**src/rtl/instr_fetch_queue_if.sv**
```systemverilog
// Fetch-side bundle: redirect from branch logic, instruction-memory read port, decode-side queue head.
// master modport is the fetch queue; slave modport is the memory/decode/branch environment.
interface instr_fetch_queue_if #(
    parameter int ADDR_W = 32,
    parameter int DATA_W = 32
);
    logic              redirect;
    logic [ADDR_W-1:0] redirect_pc;
    logic              mem_req;
    logic [ADDR_W-1:0] mem_addr;
    logic              mem_ack;
    logic [DATA_W-1:0] mem_rdata;
    logic              instr_valid;
    logic [DATA_W-1:0] instr;
    logic [ADDR_W-1:0] instr_pc;
    logic              instr_ready;

    modport master (
        input  redirect, redirect_pc, mem_ack, mem_rdata, instr_ready,
        output mem_req, mem_addr, instr_valid, instr, instr_pc
    );

    modport slave (
        output redirect, redirect_pc, mem_ack, mem_rdata, instr_ready,
        input  mem_req, mem_addr, instr_valid, instr, instr_pc
    );
endinterface

```
**src/rtl/instr_fetch_queue.sv**
```systemverilog
// Fetch PC owner: one outstanding word read at a time, PC-tagged results queued for decode.
// Head entry is registered; a redirect flushes the queue and drains any in-flight read.
module instr_fetch_queue #(
    parameter int DEPTH  = 4,
    parameter int ADDR_W = 32,
    parameter int DATA_W = 32
) (
    input  logic                    clk,
    input  logic                    reset,
    instr_fetch_queue_if.master     bus
);
    localparam int PTR_W = $clog2(DEPTH);
    localparam int CNT_W = PTR_W + 1;

    typedef enum logic [1:0] {IDLE, WAIT, DISCARD} state_t;

    state_t             state_q, state_d;
    logic [ADDR_W-1:0]  fetch_pc_q, fetch_pc_d;
    logic [ADDR_W-1:0]  addr_q, addr_d;
    logic [PTR_W-1:0]   head_q, head_d, tail_q, tail_d;
    logic [CNT_W-1:0]   count_q, count_d;
    logic [DATA_W-1:0]  instr_q, instr_d;
    logic [ADDR_W-1:0]  instr_pc_q, instr_pc_d;
    logic [DATA_W-1:0]  mem_ins [DEPTH];
    logic [ADDR_W-1:0]  mem_pc  [DEPTH];
    logic               push, pop, space;
    logic               unused_redirect_lsb;

    assign unused_redirect_lsb = ^bus.redirect_pc[1:0];

    always_comb begin
        pop        = (count_q != '0) && bus.instr_ready && !bus.redirect;
        push       = (state_q == WAIT) && bus.mem_ack && !bus.redirect;
        count_d    = count_q + CNT_W'(push) - CNT_W'(pop);
        head_d     = head_q + PTR_W'(pop);
        tail_d     = tail_q + PTR_W'(push);
        space      = count_d < CNT_W'(DEPTH);
        state_d    = state_q;
        fetch_pc_d = fetch_pc_q;
        addr_d     = addr_q;

        case (state_q)
            IDLE: begin
                if (!bus.redirect && space) begin
                    state_d = WAIT;
                    addr_d  = fetch_pc_q;
                end
            end
            WAIT: begin
                if (bus.redirect) begin
                    // address must not move while the old read is still in flight
                    state_d = bus.mem_ack ? IDLE : DISCARD;
                end else if (bus.mem_ack) begin
                    fetch_pc_d = fetch_pc_q + ADDR_W'(4);
                    if (space) addr_d  = fetch_pc_q + ADDR_W'(4);
                    else       state_d = IDLE;
                end
            end
            DISCARD: begin
                if (bus.mem_ack) state_d = IDLE;
            end
            default: state_d = IDLE;
        endcase

        if (bus.redirect) begin
            fetch_pc_d = {bus.redirect_pc[ADDR_W-1:2], 2'b00};
            head_d     = '0;
            tail_d     = '0;
            count_d    = '0;
        end

        // an entry pushed into the slot that becomes head must bypass the array
        if (push && (tail_q == head_d)) begin
            instr_d    = bus.mem_rdata;
            instr_pc_d = fetch_pc_q;
        end else begin
            instr_d    = mem_ins[head_d];
            instr_pc_d = mem_pc[head_d];
        end
    end

    always_ff @(posedge clk) begin
        if (reset) begin
            state_q    <= IDLE;
            fetch_pc_q <= '0;
            addr_q     <= '0;
            head_q     <= '0;
            tail_q     <= '0;
            count_q    <= '0;
            instr_q    <= '0;
            instr_pc_q <= '0;
        end else begin
            state_q    <= state_d;
            fetch_pc_q <= fetch_pc_d;
            addr_q     <= addr_d;
            head_q     <= head_d;
            tail_q     <= tail_d;
            count_q    <= count_d;
            instr_q    <= instr_d;
            instr_pc_q <= instr_pc_d;
        end
    end

    always_ff @(posedge clk) begin
        if (push) begin
            mem_ins[tail_q] <= bus.mem_rdata;
            mem_pc[tail_q]  <= fetch_pc_q;
        end
    end

    assign bus.mem_req     = (state_q != IDLE);
    assign bus.mem_addr    = addr_q;
    assign bus.instr_valid = (count_q != '0);
    assign bus.instr       = instr_q;
    assign bus.instr_pc    = instr_pc_q;
endmodule

```
**src/flat_wrapper.sv**
```systemverilog
// flat-port wrapper written by rule: the top's interface ports become plain ports
module instr_fetch_queue_flat 
#(
    parameter int DEPTH  = 4,
    parameter int ADDR_W = 32,
    parameter int DATA_W = 32
)
  (clk, reset, bus_redirect, bus_redirect_pc, bus_mem_ack, bus_mem_rdata, bus_instr_ready, bus_mem_req, bus_mem_addr, bus_instr_valid, bus_instr, bus_instr_pc);
  instr_fetch_queue_if #(.ADDR_W(ADDR_W), .DATA_W(DATA_W)) bus_i ();
  input  logic clk;
  input  logic reset;
  input wire logic [$bits(bus_i.redirect)-1:0] bus_redirect;
  input wire logic [$bits(bus_i.redirect_pc)-1:0] bus_redirect_pc;
  input wire logic [$bits(bus_i.mem_ack)-1:0] bus_mem_ack;
  input wire logic [$bits(bus_i.mem_rdata)-1:0] bus_mem_rdata;
  input wire logic [$bits(bus_i.instr_ready)-1:0] bus_instr_ready;
  output wire logic [$bits(bus_i.mem_req)-1:0] bus_mem_req;
  output wire logic [$bits(bus_i.mem_addr)-1:0] bus_mem_addr;
  output wire logic [$bits(bus_i.instr_valid)-1:0] bus_instr_valid;
  output wire logic [$bits(bus_i.instr)-1:0] bus_instr;
  output wire logic [$bits(bus_i.instr_pc)-1:0] bus_instr_pc;
  assign bus_i.redirect = bus_redirect;
  assign bus_i.redirect_pc = bus_redirect_pc;
  assign bus_i.mem_ack = bus_mem_ack;
  assign bus_i.mem_rdata = bus_mem_rdata;
  assign bus_i.instr_ready = bus_instr_ready;
  assign bus_mem_req = bus_i.mem_req;
  assign bus_mem_addr = bus_i.mem_addr;
  assign bus_instr_valid = bus_i.instr_valid;
  assign bus_instr = bus_i.instr;
  assign bus_instr_pc = bus_i.instr_pc;
  instr_fetch_queue #(.DEPTH(DEPTH), .ADDR_W(ADDR_W), .DATA_W(DATA_W)) u_core (.clk(clk), .reset(reset), .bus(bus_i));
endmodule
```
**config.mk**
```make
export PLATFORM = sky130hd
export DESIGN_NAME = instr_fetch_queue_flat
export DESIGN_NICKNAME = d
export VERILOG_FILES = /design/src/rtl/instr_fetch_queue_if.sv /design/src/rtl/instr_fetch_queue.sv /design/src/flat_wrapper.sv
export SDC_FILE = /design/constraint.sdc
export NUM_CORES = 1
export LEC_CHECK = 0
export ABC_AREA = 1
export ABC_CLOCK_PERIOD_IN_PS = 9300
export CORE_MARGIN = 4
export CORE_UTILIZATION = 57
export CTS_CLUSTER_SIZE = 20
export DETAILED_ROUTE_END_ITERATION = 10
export PLACE_DENSITY = 0.91
export SLEW_MARGIN = 10
export SYNTH_ARGS = -nofsm -noshare
export SYNTH_HDL_FRONTEND = slang
export SYNTH_SLANG_ARGS = --single-unit
```
**constraint.sdc**
```tcl
create_clock -name clk -period 9.3 [get_ports clk]
set_input_delay 1.86 -clock clk [delete_from_list [all_inputs] [get_ports clk]]
set_output_delay 1.86 -clock clk [all_outputs]
set_load 0.02 [all_outputs]
```
* Word-level counts from Yosys, hierarchy flattened
Memories as Yosys holds them, arrays and structs flattened. A register that Yosys moved wholly into a read port is not among the register bits.
Cells that the tools add are included.
** Storage, ports and cells
- Input bits :: 69
- Output and inout bits :: 98
- Word-level logic and storage cells :: 59
- Register bits :: 73
- Memories kept :: 2
- Memory bits (writable) :: 256
** Memory list
- u_core.mem_ins :: depth 4, bits a word 32, rd ports 1, clocked after Yosys merged registers in 1, write ports 1, RTL line instr_fetch_queue.sv:24 : logic [DATA_W-1:0] mem_ins [DEPTH];
- u_core.mem_pc :: depth 4, bits a word 32, rd ports 1, clocked after Yosys merged registers in 1, write ports 1, RTL line instr_fetch_queue.sv:25 : logic [ADDR_W-1:0] mem_pc [DEPTH];
** Cells by class
- Magnitude comparators :: 1
- Mux-type cells :: 18
- $add $sub $neg :: 5
- Reductions and logical operators :: 17
- Equality and inequality tests :: 9
** Operators by type and width (number)
- $mux W32 :: 7
- $pmux W32 S2 :: 1
- $add A32 B3 Y32 const B :: 1
- $mux W2 :: 7
- $reduce_bool A2 Y1 :: 4
- $ne A2 B2 Y1 const B :: 3
- $ne A3 B3 Y1 const B :: 2
- $pmux W2 S3 :: 1
- $logic_and A1 B1 Y1 :: 5
- $reduce_and A5 Y1 :: 1
- $add A2 B1 Y2 :: 2
- $ne A2 B1 Y1 const B :: 2
- $reduce_and A2 Y1 :: 2
- $reduce_and A4 Y1 :: 1
- $add A3 B1 Y3 :: 1
- $lt A3 B3 Y1 const B :: 1
- $reduce_bool A3 Y1 :: 1
- $sub A3 B1 Y3 :: 1
- $eq A2 B1 Y1 const B :: 1
- $eq A2 B2 Y1 const B :: 1
- $logic_not A2 Y1 :: 1
- $mux W1 :: 2
- $reduce_or A2 Y1 :: 1
- $logic_not A1 Y1 :: 1

* Logic depth before layout (Yosys ltp)
- Depth after elaboration :: 10
- Gate-level depth with buffers :: 17
- Depth with buffers taken out :: 14

* Worst setup path after synthesis
No wires, ideal clock.
- Path kind :: input-to-reg
- Start point :: input port bus_redirect
- End point :: memory u_core.mem_ins[0][0] (enable)
- Arrival :: 6.463 ns
- Cell stages on the path :: 4
- Setup time :: 0.559 ns
- Setup slack :: 2.278 ns
- Data required time :: 8.741 ns
- Buffers on the path :: 1
- Cells stage by stage :: buf_2 nor2_4 nand2_2 nor3_1
** Between the ends
- Cells in the longest elaborated chain, start to end :: 4
** Ends and longest elaborated chain
- start: declaration :: RTL line flat_wrapper.sv:12 : input wire logic [$bits(bus_i.redirect)-1:0] bus_redirect;
- $logic_not A1 Y1 :: RTL line instr_fetch_queue.sv:33 : push = (state_q == WAIT) && bus.mem_ack && !bus.redirect;
- $logic_and A1 B1 Y1 :: RTL line instr_fetch_queue.sv:33
- $mux W1 :: RTL line instr_fetch_queue.sv:105 : if (push) begin
- $mux W1 (not written as such) :: RTL line instr_fetch_queue.sv:106 : mem_ins[tail_q] <= bus.mem_rdata;
- end: declaration :: RTL line instr_fetch_queue.sv:24
Every way passes these cells.

* Worst setup path after layout
- Start point :: input port bus_redirect
- End point :: register u_core.addr_q[4] (netlist: u_core.bus.mem_addr[4])
** Between the ends
- Cells in the longest elaborated chain, start to end :: 8
- Elaborated cells on any way between the ends :: 11
- Those cells by class :: add/sub (2); order compare (1); eq/ne (3); reduce/logical (5)
** Ends and longest elaborated chain
- $logic_not A1 Y1 :: RTL line instr_fetch_queue.sv:32, instr_fetch_queue.sv:33, instr_fetch_queue.sv:44
- $logic_and A1 B1 Y1 :: RTL line instr_fetch_queue.sv:33
- $add A3 B1 Y3 :: RTL line instr_fetch_queue.sv:34 : count_d = count_q + CNT_W'(push) - CNT_W'(pop);
- $sub A3 B1 Y3 :: RTL line instr_fetch_queue.sv:34
- $lt A3 B3 Y1 :: RTL line instr_fetch_queue.sv:37 : space = count_d < CNT_W'(DEPTH);
- $logic_and A1 B1 Y1 :: RTL line instr_fetch_queue.sv:44 : if (!bus.redirect && space) begin
- $ne A2 B1 Y1 (no source line)
- $reduce_and A5 Y1 (no source line) *
- end signal: assignment :: RTL line instr_fetch_queue.sv:95 : addr_q <= addr_d;
- end: declaration :: RTL line instr_fetch_queue.sv:19 : logic [ADDR_W-1:0] addr_q, addr_d;
Every way passes the cells marked *; elsewhere a longest branch is shown, timed or not.
A chain may end at the register's enable or synchronous reset.

==> impl_metrics.ini <==
[power_and_ir_drop]
ir_drop_uv = 140
power.leakage_uw = 0.00787
clkPwrFrac = 0.394
combPwrFrac = 0.100
p_int_uw = 2840
p_sw_uw = 885
switching_share = 0.237
power_density_nw_per_um2 = 191
seq_power_share = 0.507

[flow_run]
maxCapViolCount = 0

[critical_path]
cp_cell_sequence = clkdlybuf4s50_1, buf_4, nor2_4, nand2_2, inv_1, ha_1, fa_1, nand3b_1, nand2_1, nand3_2, o21ai_0, a21oi_1
critPathTopFamily = simple AND/OR/NAND/NOR gates
cp_max_fo = 59
r2r_start = u_core.state_q[0]
rr_endpoint = u_core.bus.mem_addr[4]
critPathBufInv = 3
worst_setup_path_start_kind = input port
path_class = input port to flop
arrival_ps = 6420
crit_slowest_cell = nand3_2
reg2regPathDepth = 13
r2r_setup_slack_ps = 4050
cp_slowest_stage_delay_ps = 930
end_kind = flop
worstPathRequired_ps = 9660

[status]
outcome = complete, no violations

[clock_tree]
cts-buffers-inserted = 38
cts_num_sinks = 379
cts_tree = built
clk_path_buf_depth = 3
htreeDepth = 2
path_clk_slew_ps = 60
cts-root-buf = clkbuf_16
postCtsSetupRepairBufs = 0
clk_latency_ps = 520
cts_hold_buf = 0
cts_resized = 0

[timing]
fin_skew_ps = 17.8
setup_tns_ps = 0
slew_headroom = 0.223
fmax_mhz = 165
rsz0062_at_grt = false
worst_slew_pin_slew_ps = 1160
hold_violations = 0
period_share = 0.651
slew_violations = 0
setup_slack_ps = 3240
setup_viol = 0
timing.final.crit_period_ps = 6060

[worst_hold_path]
whs_path_depth = 2
min_to = u_core.bus.mem_addr[3]
hold_path_class = flop to flop
hp-start = u_core.bus.mem_addr[3]

[drt]
dr.pass1.iters = 6
avgViaCountPerCell = 5.68
drcViolationCount = 0
totalWireLength_um = 42800
vias = 13600
drt_iter0_markers = 1687
wire_per_inst_um = 17.9
drt.antenna.violating_nets = 0

[floorplan]
io_pins = 167
coreArea_um2 = 28600
start_util = 0.576
die_w_um = 178
dieArea_um2 = 31700
die_y_um = 178
std_cell_rows = 62

[global_route]
grt-ovfl-total = 0
grt_pass1_wl_um = 67000
antenna_found_initial = 0
grt_pass1_vias = 13000
grt_max_degree = 98
gr-usage-all-layers = 0.265

[cells_and_area]
area_delta_synth_final_pct = 18.3
nNetsFinal = 2059
drive_above_1_share = 0.0472
fillCellCount = 1960
n_antenna_cell = 0

[synthesis]
ys_warn_count = 0
synth_area_leaders = edfxtp_1 (45%), nand2_1 (17%), dfxtp_1 (16%)
syn_area_um2 = 16500
yosysSeqAreaShare = 0.611
yosysTopAreaCellShare = 0.452
yosys.area.top_type = edfxtp_1
postSynthCellCount = 1872
avgSynthCellArea_um2 = 8.81
synth_cell_type_count = 29
yosys_register_bits = 379

[placed_design]
routabilityCongestion = 0.929
port_buffers = 160
pre_cts_ws_ps = 2820
dp.final_hpwl_um = 24800
[stage by stage]
| stage | instance area [µm²] | util | total power [µW] | cells | hold WS (ps) |
|---|---|---|---|---|---|
| 2_1_floorplan | 16500 | - | 2130 | 1875 | 504 |
| 3_3_place_gp | 18300 | 0.639 | 2270 | 2328 | 441 |
| 3_5_place_dp | 18300 | 0.639 | 2280 | 2328 | 441 |
| 4_1_cts | 19500 | 0.681 | 3730 | 2398 | 462 |
| 5_1_grt | 19500 | 0.681 | 3850 | 2398 | 488 |
| 6_report | 19500 | 0.681 | 3730 | 2398 | 459 |
[layout make-up]
class | count | area (µm²) | share of cell area
repair buffers | 179 | 1740 | 0.0895
inverters | 106 | 403 | 0.0207
clock inverters | 14 | 66.3 | 0.00340
clock buffers | 56 | 1140 | 0.0587
well taps | 384 | 480 | 0.0246
flip-flops and latches | 379 | 10100 | 0.516
multi-input cells | 1280 | 5590 | 0.287
[power by group through the flow]
stage,combinational [µW],clock (µW),sequential (µW)
6_report,371,1470,1890
3_3_place_gp,353,0,1920
3_5_place_dp,363,0,1920
5_1_grt,405,1550,1890
2_1_floorplan,173,0,1950
4_1_cts,367,1480,1890
[worst reg2reg max path: cells and delay by family (launching register included)]
family | cells | cell delay (ps)
flops | 1 | 370
fa+ha+maj | 2 | 530
buf+inv | 3 | 1250
simple gates | 6 | 2270
compound gates | 2 | 660
[synthesized netlist by cell type (all sizes together)]
cell     count
a21oi       80
a31oi        8
and2         3
buf         46
clkbuf      64
conb         1
dfxtp      131
edfxtp     248
fa           1
ha           5
inv        106
nand2      732
nand3      177
nand3b      34
nor2       181
nor3         4
o2111ai      1
o21a         2
o21ai       30
xnor2        1
xor2        17
[registers in the layout, summed over array words and instances, names as in the netlist]
| signal | count |
|---|---|
| u_core.bus.instr_pc | 30 |
| u_core.mem_pc | 120 |
| u_core.state_q | 2 |
| u_core.bus.instr | 32 |
| u_core.count_q | 3 |
| u_core.bus.mem_addr | 30 |
| u_core.tail_q | 2 |
| u_core.fetch_pc_q | 30 |
| u_core.mem_ins | 128 |
| u_core.head_q | 2 |
[cells in the final DEF, fill, tap and decap left out, drive strengths merged]
cell           count
nand2            732
o2111ai            1
a21oi             80
nor3               4
a31oi              8
nand3b            34
o21a               2
dfxtp            131
nor2             181
clkdlybuf4s50    160
nand3            177
edfxtp           248
clkinv            13
inv              106
conb               4
ha                 5
clkinvlp           1
o21ai             30
xnor2              1
clkbuf            56
xor2              17
and2               3
fa                 1
buf               19
[how the worst max path moves through the flow]
stage	from	endpoint	slack, ps	cells past startpoint
floorplan	bus_redirect	u_core.mem_ins[0][0]	2280	4
global placement	bus_redirect	u_core.bus.mem_addr[4]	3050	12
detailed placement	bus_redirect	u_core.bus.mem_addr[4]	2820	12
CTS	bus_redirect	u_core.bus.mem_addr[4]	3350	12
global route	bus_redirect	u_core.bus.mem_addr[4]	2910	12
finish	bus_redirect	u_core.bus.mem_addr[4]	3240	12
[routing by layer]
layer  vias to the layer above  GRT usage  part of all wire
met5                         -          0                 0
met4                         0      0.101             0.034
met3                       129     0.0458              0.12
met2                       964      0.435              0.47
met1                      6247      0.357              0.38
li1                       6278          -                 -
[kinds of logic (layout without fill, tap and decap cells)]
kind of cell / after synthesis / in the layout / synth area share
and+or+nand+nor: 1131 / 1131 / 0.282
DFF: 379 / 379 / 0.611
buffers and inverters: 216 / 355 / 0.0542
AOI/OAI and AO/OA: 121 / 121 / 0.0379
xor gates and xnor gates: 18 / 18 / 0.0105
adders and majority gates: 6 / 6 / 0.00501
other: 1 / 4 / 0.000227
No activity file was read; power rests on OpenSTA's default activity.
